File: config.mk
export PLATFORM = sky130hd
export DESIGN_NAME = multicycle_control_flat
export DESIGN_NICKNAME = d
export VERILOG_FILES = /design/src/rtl/risc_mini_pkg.sv /design/src/rtl/multicycle_control_if.sv /design/src/rtl/ctrl_decode.sv /design/src/rtl/multicycle_control.sv /design/src/flat_wrapper.sv
export SDC_FILE = /design/constraint.sdc
export NUM_CORES = 1
export LEC_CHECK = 0
export ABC_AREA = 1
export CAP_MARGIN = 25
export CORE_MARGIN = 1
export CORE_UTILIZATION = 39
export DETAILED_ROUTE_END_ITERATION = 10
export HOLD_SLACK_MARGIN = 0.02
export MAX_ROUTING_LAYER = met4
export PLACE_DENSITY = 0.76
export SLEW_MARGIN = 20
export SYNTH_ARGS = -nofsm -noshare
export SYNTH_HDL_FRONTEND = slang
export SYNTH_SLANG_ARGS = --single-unit
File: constraint.sdc
create_clock -name clk -period 3.5 [get_ports clk]
set_input_delay 0.35 -clock clk [delete_from_list [all_inputs] [get_ports clk]]
set_output_delay 0.35 -clock clk [all_outputs]
set_load 0.005 [all_outputs]
File: src/rtl/risc_mini_pkg.sv
// Shared encodings for the RISC Mini multicycle control unit:
// instruction type/func codes, PC mux selects, FSM states, decode and output bundles.
package risc_mini_pkg;

  localparam logic [3:0] R_TYPE = 4'h0;
  localparam logic [3:0] I_TYPE = 4'h1;
  localparam logic [3:0] J_TYPE = 4'h2;
  localparam logic [3:0] M_TYPE = 4'h3;

  localparam logic [3:0] FN_JUMP   = 4'h0;
  localparam logic [3:0] FN_BRANCH = 4'h1;
  localparam logic [3:0] FN_CALL   = 4'h2;
  localparam logic [3:0] FN_RET    = 4'h3;

  localparam logic [3:0] FN_LOAD  = 4'h0;
  localparam logic [3:0] FN_STORE = 4'h1;

  localparam logic [1:0] PC_SEL_PC4 = 2'd0;
  localparam logic [1:0] PC_SEL_ALU = 2'd1;
  localparam logic [1:0] PC_SEL_RAS = 2'd2;

  typedef enum logic [2:0] {
    S_FETCH,
    S_DECODE,
    S_EXEC,
    S_MEM,
    S_WB,
    S_FAULT
  } state_e;

  typedef struct packed {
    logic is_alu;
    logic is_imm;
    logic is_jmp;
    logic is_br;
    logic is_call;
    logic is_ret;
    logic is_ld;
    logic is_st;
    logic illegal;
  } dec_t;

  typedef struct packed {
    logic       ir_we;
    logic       pc_we;
    logic [1:0] pc_sel;
    logic       a_sel;
    logic       b_sel;
    logic       dmem_re;
    logic       dmem_we;
    logic       wb_sel;
    logic       reg_we;
    logic       ras_push;
    logic       ras_pop;
    logic       fault;
    logic       busy;
  } ctrl_out_t;

endpackage

File: src/rtl/multicycle_control_if.sv
// Control-unit bus: instruction/condition/dmem inputs and datapath control outputs.
// master = control unit, slave = datapath / memory side.
interface multicycle_control_if #(
  parameter int unsigned XLEN    = 32,
  parameter int unsigned DEPTH_W = 3
);
  logic [XLEN-1:0]    inst;
  logic               inst_valid;
  logic [3:0]         ccr;
  logic               dmem_ready;
  logic               ir_we;
  logic               pc_we;
  logic [1:0]         pc_sel;
  logic               a_sel;
  logic               b_sel;
  logic               dmem_re;
  logic               dmem_we;
  logic               wb_sel;
  logic               reg_we;
  logic               ras_push;
  logic               ras_pop;
  logic [DEPTH_W-1:0] depth;
  logic               fault;
  logic               busy;

  modport master (
    input  inst, inst_valid, ccr, dmem_ready,
    output ir_we, pc_we, pc_sel, a_sel, b_sel, dmem_re, dmem_we, wb_sel,
           reg_we, ras_push, ras_pop, depth, fault, busy
  );

  modport slave (
    output inst, inst_valid, ccr, dmem_ready,
    input  ir_we, pc_we, pc_sel, a_sel, b_sel, dmem_re, dmem_we, wb_sel,
           reg_we, ras_push, ras_pop, depth, fault, busy
  );
endinterface

File: src/rtl/ctrl_decode.sv
// Combinational classifier of the latched IR type/func fields.
module ctrl_decode
  import risc_mini_pkg::*;
(
  input  logic [7:0] ir_i,
  output dec_t       dec_o
);
  logic [3:0] typ;
  logic [3:0] func;

  assign typ  = ir_i[3:0];
  assign func = ir_i[7:4];

  always_comb begin
    dec_o = '0;
    case (typ)
      R_TYPE: dec_o.is_alu = 1'b1;
      I_TYPE: begin
        dec_o.is_alu = 1'b1;
        dec_o.is_imm = 1'b1;
      end
      J_TYPE: begin
        case (func)
          FN_JUMP:   dec_o.is_jmp  = 1'b1;
          FN_BRANCH: dec_o.is_br   = 1'b1;
          FN_CALL:   dec_o.is_call = 1'b1;
          FN_RET:    dec_o.is_ret  = 1'b1;
          default:   dec_o.illegal = 1'b1;
        endcase
      end
      M_TYPE: begin
        case (func)
          FN_LOAD:  dec_o.is_ld   = 1'b1;
          FN_STORE: dec_o.is_st   = 1'b1;
          default:  dec_o.illegal = 1'b1;
        endcase
      end
      default: dec_o.illegal = 1'b1;
    endcase
  end

endmodule

File: src/rtl/multicycle_control.sv
// RISC Mini multicycle control FSM with bounded call-depth tracking.
// ILLEGAL_TRAP_EN: undefined encodings fault in DECODE instead of retiring as a NOP.
module multicycle_control
  import risc_mini_pkg::*;
#(
  parameter int unsigned XLEN      = 32,
  parameter int unsigned RAS_DEPTH = 4,
  parameter int unsigned DEPTH_W   = $clog2(RAS_DEPTH + 1)
) (
  input logic                  clk,
  input logic                  rst,
  multicycle_control_if.master ctl_if
);

  localparam logic [DEPTH_W-1:0] DEPTH_MAX = DEPTH_W'(RAS_DEPTH);
  localparam logic [DEPTH_W-1:0] DEPTH_ONE = DEPTH_W'(1);

  state_e             state_q, state_d;
  logic [11:0]        ir_q, ir_d;
  logic [DEPTH_W-1:0] depth_q, depth_d;
  ctrl_out_t          out_q, out_d;
  dec_t               dec;
  logic               taken;
  logic               unused_inst;

  ctrl_decode u_decode (
    .ir_i  (ir_q[7:0]),
    .dec_o (dec)
  );

  assign taken       = |(ctl_if.ccr & ir_q[11:8]);
  assign unused_inst = ^ctl_if.inst[XLEN-1:12];

  // Outputs are registered: each cycle shows the decisions of the previous cycle's state.
  always_ff @(posedge clk) begin
    if (rst) begin
      state_q <= S_FETCH;
      ir_q    <= '0;
      depth_q <= '0;
      out_q   <= '0;
    end else begin
      state_q <= state_d;
      ir_q    <= ir_d;
      depth_q <= depth_d;
      out_q   <= out_d;
    end
  end

  always_comb begin
    state_d = state_q;
    ir_d    = ir_q;
    depth_d = depth_q;
    out_d   = '0;
    case (state_q)
      S_FETCH: begin
        if (ctl_if.inst_valid) begin
          out_d.ir_we = 1'b1;
          ir_d        = ctl_if.inst[11:0];
          state_d     = S_DECODE;
        end
      end
      S_DECODE: begin
        out_d.busy = 1'b1;
        state_d    = S_EXEC;
`ifdef ILLEGAL_TRAP_EN
        if (dec.illegal) state_d = S_FAULT;
`endif
      end
      S_EXEC: begin
        out_d.busy  = 1'b1;
        out_d.pc_we = 1'b1;
        state_d     = S_FETCH;
        if (dec.is_alu) state_d = S_WB;
        if (dec.is_imm || dec.is_ld || dec.is_st) out_d.b_sel = 1'b1;
        if (dec.is_ld || dec.is_st) state_d = S_MEM;
        if (dec.is_jmp || (dec.is_br && taken)) begin
          out_d.a_sel  = 1'b1;
          out_d.pc_sel = PC_SEL_ALU;
        end
        // Overflowing or underflowing the return stack is fatal, with no side effects.
        if (dec.is_call) begin
          if (depth_q == DEPTH_MAX) begin
            out_d.pc_we = 1'b0;
            state_d     = S_FAULT;
          end else begin
            out_d.ras_push = 1'b1;
            out_d.a_sel    = 1'b1;
            out_d.pc_sel   = PC_SEL_ALU;
            depth_d        = depth_q + DEPTH_ONE;
          end
        end
        if (dec.is_ret) begin
          if (depth_q == '0) begin
            out_d.pc_we = 1'b0;
            state_d     = S_FAULT;
          end else begin
            out_d.ras_pop = 1'b1;
            out_d.pc_sel  = PC_SEL_RAS;
            depth_d       = depth_q - DEPTH_ONE;
          end
        end
`ifndef ILLEGAL_TRAP_EN
        if (dec.illegal) state_d = S_FETCH;
`endif
      end
      S_MEM: begin
        out_d.busy  = 1'b1;
        out_d.b_sel = 1'b1;
        if (ctl_if.dmem_ready) begin
          state_d = dec.is_ld ? S_WB : S_FETCH;
        end else begin
          out_d.dmem_re = dec.is_ld;
          out_d.dmem_we = dec.is_st;
        end
      end
      S_WB: begin
        out_d.busy   = 1'b1;
        out_d.reg_we = 1'b1;
        out_d.wb_sel = dec.is_ld;
        state_d      = S_FETCH;
      end
      S_FAULT: begin
        out_d.busy  = 1'b1;
        out_d.fault = 1'b1;
      end
      default: state_d = S_FETCH;
    endcase
  end

  assign ctl_if.ir_we    = out_q.ir_we;
  assign ctl_if.pc_we    = out_q.pc_we;
  assign ctl_if.pc_sel   = out_q.pc_sel;
  assign ctl_if.a_sel    = out_q.a_sel;
  assign ctl_if.b_sel    = out_q.b_sel;
  assign ctl_if.dmem_re  = out_q.dmem_re;
  assign ctl_if.dmem_we  = out_q.dmem_we;
  assign ctl_if.wb_sel   = out_q.wb_sel;
  assign ctl_if.reg_we   = out_q.reg_we;
  assign ctl_if.ras_push = out_q.ras_push;
  assign ctl_if.ras_pop  = out_q.ras_pop;
  assign ctl_if.fault    = out_q.fault;
  assign ctl_if.busy     = out_q.busy;
  assign ctl_if.depth    = depth_q;

endmodule

File: src/flat_wrapper.sv
// flat-port wrapper written by rule: the top's interface ports become plain ports
module multicycle_control_flat import risc_mini_pkg::*;
#(
  parameter int unsigned XLEN      = 32,
  parameter int unsigned RAS_DEPTH = 4,
  parameter int unsigned DEPTH_W   = $clog2(RAS_DEPTH + 1)
)
  (clk, rst, ctl_if_inst, ctl_if_inst_valid, ctl_if_ccr, ctl_if_dmem_ready, ctl_if_ir_we, ctl_if_pc_we, ctl_if_pc_sel, ctl_if_a_sel, ctl_if_b_sel, ctl_if_dmem_re, ctl_if_dmem_we, ctl_if_wb_sel, ctl_if_reg_we, ctl_if_ras_push, ctl_if_ras_pop, ctl_if_depth, ctl_if_fault, ctl_if_busy);
  multicycle_control_if #(.XLEN(XLEN), .DEPTH_W(DEPTH_W)) ctl_if_i ();
  input logic clk;
  input logic rst;
  input wire logic [$bits(ctl_if_i.inst)-1:0] ctl_if_inst;
  input wire logic [$bits(ctl_if_i.inst_valid)-1:0] ctl_if_inst_valid;
  input wire logic [$bits(ctl_if_i.ccr)-1:0] ctl_if_ccr;
  input wire logic [$bits(ctl_if_i.dmem_ready)-1:0] ctl_if_dmem_ready;
  output wire logic [$bits(ctl_if_i.ir_we)-1:0] ctl_if_ir_we;
  output wire logic [$bits(ctl_if_i.pc_we)-1:0] ctl_if_pc_we;
  output wire logic [$bits(ctl_if_i.pc_sel)-1:0] ctl_if_pc_sel;
  output wire logic [$bits(ctl_if_i.a_sel)-1:0] ctl_if_a_sel;
  output wire logic [$bits(ctl_if_i.b_sel)-1:0] ctl_if_b_sel;
  output wire logic [$bits(ctl_if_i.dmem_re)-1:0] ctl_if_dmem_re;
  output wire logic [$bits(ctl_if_i.dmem_we)-1:0] ctl_if_dmem_we;
  output wire logic [$bits(ctl_if_i.wb_sel)-1:0] ctl_if_wb_sel;
  output wire logic [$bits(ctl_if_i.reg_we)-1:0] ctl_if_reg_we;
  output wire logic [$bits(ctl_if_i.ras_push)-1:0] ctl_if_ras_push;
  output wire logic [$bits(ctl_if_i.ras_pop)-1:0] ctl_if_ras_pop;
  output wire logic [$bits(ctl_if_i.depth)-1:0] ctl_if_depth;
  output wire logic [$bits(ctl_if_i.fault)-1:0] ctl_if_fault;
  output wire logic [$bits(ctl_if_i.busy)-1:0] ctl_if_busy;
  assign ctl_if_i.inst = ctl_if_inst;
  assign ctl_if_i.inst_valid = ctl_if_inst_valid;
  assign ctl_if_i.ccr = ctl_if_ccr;
  assign ctl_if_i.dmem_ready = ctl_if_dmem_ready;
  assign ctl_if_ir_we = ctl_if_i.ir_we;
  assign ctl_if_pc_we = ctl_if_i.pc_we;
  assign ctl_if_pc_sel = ctl_if_i.pc_sel;
  assign ctl_if_a_sel = ctl_if_i.a_sel;
  assign ctl_if_b_sel = ctl_if_i.b_sel;
  assign ctl_if_dmem_re = ctl_if_i.dmem_re;
  assign ctl_if_dmem_we = ctl_if_i.dmem_we;
  assign ctl_if_wb_sel = ctl_if_i.wb_sel;
  assign ctl_if_reg_we = ctl_if_i.reg_we;
  assign ctl_if_ras_push = ctl_if_i.ras_push;
  assign ctl_if_ras_pop = ctl_if_i.ras_pop;
  assign ctl_if_depth = ctl_if_i.depth;
  assign ctl_if_fault = ctl_if_i.fault;
  assign ctl_if_busy = ctl_if_i.busy;
  multicycle_control #(.XLEN(XLEN), .RAS_DEPTH(RAS_DEPTH), .DEPTH_W(DEPTH_W)) u_core (.clk(clk), .rst(rst), .ctl_if(ctl_if_i));
endmodule
==> results of run 1 <==
-- Yosys cell counts, drive strengths merged --
master / count
a21oi: 16
a221oi: 1
buf: 3
clkbuf: 2
dfxtp: 31
ha: 3
inv: 31
nand2: 43
nand3: 15
nand4: 1
nor2: 28
nor3: 9
o211ai: 1
o21ai: 13
o31ai: 1
o41ai: 2
xnor2: 1
-- tightest hold or removal path, delay by kind of cell (launching register included) --
kind	cells	cell delay (ps)
flip-flops	1	320
AND/OR/NAND/NOR	1	60
AO/OA/AOI/OAI	1	50
-- routing by layer --
| layer | vias up | GRT usage, % |
|---|---|---|
| met3 | 5 | 4.927 |
| li1 | 719 | - |
| met2 | 51 | 22.55 |
| met5 | - | - |
| met1 | 559 | 21.13 |
| met4 | 0 | 7.849 |
-- worst paths after layout --
check                    start        endpoint  slack (ps)  cells after the start
min             u_core.ir_q[8]  u_core.ir_q[8]         470                      2
min reg2reg     u_core.ir_q[8]  u_core.ir_q[8]         470                      2
max reg2reg  u_core.state_q[1]  u_core.ir_q[5]        1830                      6
max          u_core.state_q[1]  u_core.ir_q[5]        1830                      6
-- cell families after synthesis --
| group | count (synthesis) |
|---|---|
| adder cells (fa/ha/maj) | 3 |
| flip-flops | 31 |
| AND/OR/NAND/NOR | 96 |
| XOR/XNOR | 1 |
| buffers and inverters | 36 |
| AO/OA/AOI/OAI | 34 |
-- stage by stage --
step	area (um2)	util, %	worst slack, ps	hold WS (ps)	total power [uW]
2_1_floorplan	1426	-	2201	438.3	507.0
3_3_place_gp	1822	53.33	1650	448.8	556.6
3_5_place_dp	1822	53.33	1662	454.2	559.2
4_1_cts	1863	54.54	1838	467.1	731.0
5_1_grt	1863	54.54	1606	489.0	774.5
6_report	1863	54.54	1833	465.6	726.1
-- power breakdown --
| part | switching [uW] | internal, uW | leakage (uW) |
|---|---|---|---|
| logic | 93.3 | 63.7 | 0.000507 |
| registers | 16.8 | 378 | 0.000253 |
| clock network | 104 | 71.2 | 0.0000242 |
| total | 214 | 512 | 0.000784 |
-- cell type report --
type,count,share of cell area [%]
Inverter,31,6.246
Clock buffer,6,2.216
Multi-Input combinational cell,134,35.39
Tap cell,46,3.089
Timing Repair Buffer,37,19.74
Sequential cell,31,33.31
==> impl_results.md, run 1 <==
- Multi-input gate area: 659.4 um2
- Setup_tns: 0 ps
- Total CTS buffers: 5
- Worst-Margin Slew: 562.8 ps
- Clock slew at reported path FFs: 90 ps
- Pwr/cell area: 389.7 nW/um2
- GPL Wtd Cong: 0.8773
- Metal3 WL: 168 um
- Nets: 283
- Final WL: 2.765 mm
- Flip-flop count of the largest register after layout: 12
- Num ports: 57
- Area grow syn2layout: 30.61%
- Mux cell area share after synthesis: 0%
- Post-Place Cells: 279
- Status: finished clean
- CTS tree: yes
- Unique masters post-synth: 23
- CP top delay family: simple AND/OR/NAND/NOR gates
- Number of DRC markers in iteration 0: 57
- CP max-delay cell: nand2_1
- Largest net degree at the start of global routing: 22
- Simple-Gate Fraction of Synth Area: 29.91%
- Antenna Cells: 0
- Xor-xnor portion of the synthesized cell area: 0.6140%
- Element type at the critical path end: flip-flop
- Die width: 62.48 um
- Maximum vdd drop: 203.4 uV
- Most frequent cells in the layout: nand2_1, clkdlybuf4s50_1, inv_1, dfxtp_1, nor2_1
- Max_slew headroom: 62.39%
- Hold Path Class: flip-flop to flip-flop
- Clock skew: 8.858 ps
- Hpwl dp: 2.086 mm
- Initial antenna violation count: 0
- Syn_area_per_cell: 7.096 um2
- Via Count: 1334
- Reg area: 620.6 um2
- Via density: 4.681
- DRC viols: 0
- Most flops, register: u_core.ir_q
- Adder-Cell Fraction of Synth Area: 2.632%
- Critical path data required time: 3700 ps
- Non-filler cells, final: 285
- Critical Path Start Type: flip-flop
- Count of final setup violators: 0
- Cell area after synthesis: 1426 um2
- Grt ovf: 0
- Die Y-Extent: 62.48 um
- Core area: 3416 um2
- Antenna-violating nets left: 0
- Clock Tree Root: clkbuf_4
- All-Layer GR Usage: 16.20%
- FP Rows: 21
- MaxCap Viol Count: 0
- Fmax: 599.9 MHz
- Fill count: 345
- WP data arrival: 1860 ps
- Most frequent CP cell: nand2_1
- Slew Limit Fails: 0
- Post-CTS setup buffer count: 0
- Layout cells sized above 1: 5.439%
- Clock tree sinks: 31
- CP Max Fanout: 21
- Yosys top cell by area: dfxtp_1
- Yosys top cell area share: 43.51%
- Largest family of logic cells by synthesized area: simple AND/OR/NAND/NOR gates
- WL/cell: 9.702 um
- DR top layer: met4
- Crit path buf inv count: 1
- Vias in the first global route: 1132
- Post-synthesis sequential area ratio: 43.51%
- Synth Area in Compound Gates: 13.07%
- Htree depth: 2
- RSZ-0062 raised after global routing: no
- First-pass DRT Iterations: 4
- Die ar.: 3903 um2
- CP cell instances: inv_1 > nand2_1 > nor2_4 > nand2_1 > o21ai_0 > a21oi_1
- Tmin final: 1667 ps
- Clk Latency, worst-skew pair: 320 ps
- Leading cell type in the layout, fill and taps excluded: nand2_1
- Synth Register Bits: 31
- Port bufs: 36
- Leakage: 0.0007842 uW
- Mapped Cells: 201
- Routed length on met1: 1.377 mm
- CP max stage delay: 370 ps
- CTS Hold Bufs: 0
- Metal2 WL: 1.165 mm
- First-pass GRT wire length: 4.843 mm
- Final worst path period share: 47.63%
- Largest cells by area after synthesis: dfxtp_1, nand2_1, inv_1, nor2_1, a21oi_1
- CTS resizes: 0
- Final hold vios: 0
- Initial Util: 41.76%
- Syn nets: 244
- Crit Path Category: flip-flop to flip-flop
- Clk buf depth: 2
- YS warnings: 0
No activity file was read; power rests on OpenSTA's default activity.
==> run 2, diff against run 1 <==
Settings changed: CORE_UTILIZATION 39 to 38, PLACE_DENSITY 0.76 to 0.77.
Clock period 3.5 ns to 1.4 ns, I/O delays scaled along.
==> run 2 against run 1 <==
Against the previous run:
- the run now ends with setup timing left
- critical path depth increased by 3
- via count increased by 8.4%
- clock-buffer cell count unchanged
- non-clock buffer count increased by 23
- hold slack got worse by 12 ps
- clock power increased to 3.9 times the previous value
- core utilization increased by 8.5 points
- cell area increased by 17%
- first-iteration DRC count decreased by 11%
==> impl_results.md, run 2 (synthesis gave the netlist of run 1 again) <==
- WP data arrival: 1580 ps
- Nets: 306
- Post-route cell area: 2186 um2
- Worst-Margin Slew: 409.3 ps
- Clock slew at reported path FFs: 60 ps
- CTS Hold Bufs: 0
- All-Layer GR Usage: 17.39%
- Failing checks: setup timing
- Max_slew headroom: 72.67%
- Placed Area: 1934 um2
- Leakage: 0.0009452 uW
- Initial antenna violation count: 0
- Hpwl dp: 2.379 mm
- RSZ-0062 raised after global routing: yes
- Clk buf depth: 2
- Layout Utilization: 63.02%
- Initial Util: 41.13%
- Fmax: 710.3 MHz
- Final worst setup slack: -7.816 ps
- CP Max Fanout: 5
- Clock tree sinks: 31
- Most flops, register: u_core.ir_q
- Antenna-violating nets left: 0
- Routed length on met1: 1.434 mm
- CTS tree: yes
- MaxCap Viol Count: 0
- Num ports: 57
- Status: finished, violations left
- Die width: 63.27 um
- Critical path data required time: 1570 ps
- Via Count: 1446
- Die Y-Extent: 63.27 um
- Tmin final: 1408 ps
- Final hold slack: 453.5 ps
- Vias in the first global route: 1311
- First-pass GRT wire length: 5.230 mm
- Antenna Cells: 0
- Critical Path Start Type: flip-flop
- WL/cell: 10.55 um
- Maximum vdd drop: 719.9 uV
- FP Rows: 21
- Grt ovf: 0
- Count of final setup violators: 1
- Pwr/cell area: 1010 nW/um2
- Layout cells sized above 1: 24.33%
- DR top layer: met4
- Flip-flop count of the largest register after layout: 12
- Crit Path Category: flip-flop to flip-flop
- Clock skew: 5.067 ps
- Final WL: 3.259 mm
- Slew Limit Fails: 0
- Number of DRC markers in iteration 0: 51
- Clk Latency, worst-skew pair: 280 ps
- Die ar.: 4002 um2
- Place WS: -73.04 ps
- Area grow syn2layout: 53.25%
- Total CTS buffers: 5
- DRC viols: 0
- Final worst path period share: 100.6%
- Via density: 4.680
- Clock Tree Root: clkbuf_8
- Hold Path Class: input port to flip-flop
- Htree depth: 2
- Most frequent cells in the layout: nand2_1, clkdlybuf4s50_1, inv_1, dfxtp_1, buf_4
- First-pass DRT Iterations: 4
- Element type at the critical path end: flip-flop
- Largest net degree at the start of global routing: 15
- Reg2Reg Setup Slack: -8 ps
- Final hold vios: 0
- Port bufs: 36
- Core area: 3468 um2
- Metal3 WL: 180 um
- Metal2 WL: 1.609 mm
- GPL Wtd Cong: 0.9120
run 2: path summary, 6_finish.rpt:
| check | depth (start not counted) | from | to |
|---|---|---|---|
| setup / recovery | 9 | u_core.ir_q[1] | u_core.ctl_if.depth[1] |
| hold / removal | 3 | ctl_if_inst[10] | u_core.ir_q[10] |
| hold reg to reg | 2 | u_core.ir_q[10] | u_core.ir_q[10] |
| setup reg to reg | 9 | u_core.ir_q[1] | u_core.ctl_if.depth[1] |
run 2: area by class of cell:
type	instances	area, um2
Fill cell	309	1282
Multi-Input combinational cell	134	753.2
Sequential cell	31	626.9
Timing Repair Buffer	60	544.3
Inverter	31	116.4
Clock buffer	6	82.58
Tap cell	46	57.56
Clock inverter	1	5.005
run 2: critical path, cell delays in order (launching register included):
cell	delay (ps)
dfxtp_2	320
inv_1	60
nor2_2	150
nand2_2	100
nor2_4	110
nand2_2	110
buf_6	140
xnor2_2	120
o21ai_1	120
nor2_1	60
run 2: per-stage QoR:
step / instances / setup TNS (ps) / power (uW)
2_1_floorplan: 201 / 0 / 1267
5_1_grt: 309 / -234.7 / 2348
3_3_place_gp: 294 / -24.27 / 1457
4_1_cts: 302 / 0 / 2169
6_report: 309 / -7.816 / 2208
3_5_place_dp: 294 / -350.6 / 1468
run 2: repair_timing:
action | CTS | global route
setup buffers | 1 | 7
pin swaps | 1 | 14
gates resized for setup | 2 | 32
endpoints found under the setup margin | 14 | 16
run 2: power by group:
group          leakage, uW  internal [uW]  total [uW]  switching [uW]
Sequential        0.000255            948         991            43.4
Clock            0.0000470            384         683             299
Combinational     0.000643            244         534             290
Total             0.000945           1580        2210             632
run 2: per-layer routing:
metal  vias to the layer above  track usage, %
met4                         0           6.250
met5                         -               -
met2                        48           27.55
met1                       632           20.24
li1                        761               -
met3                         5           6.159
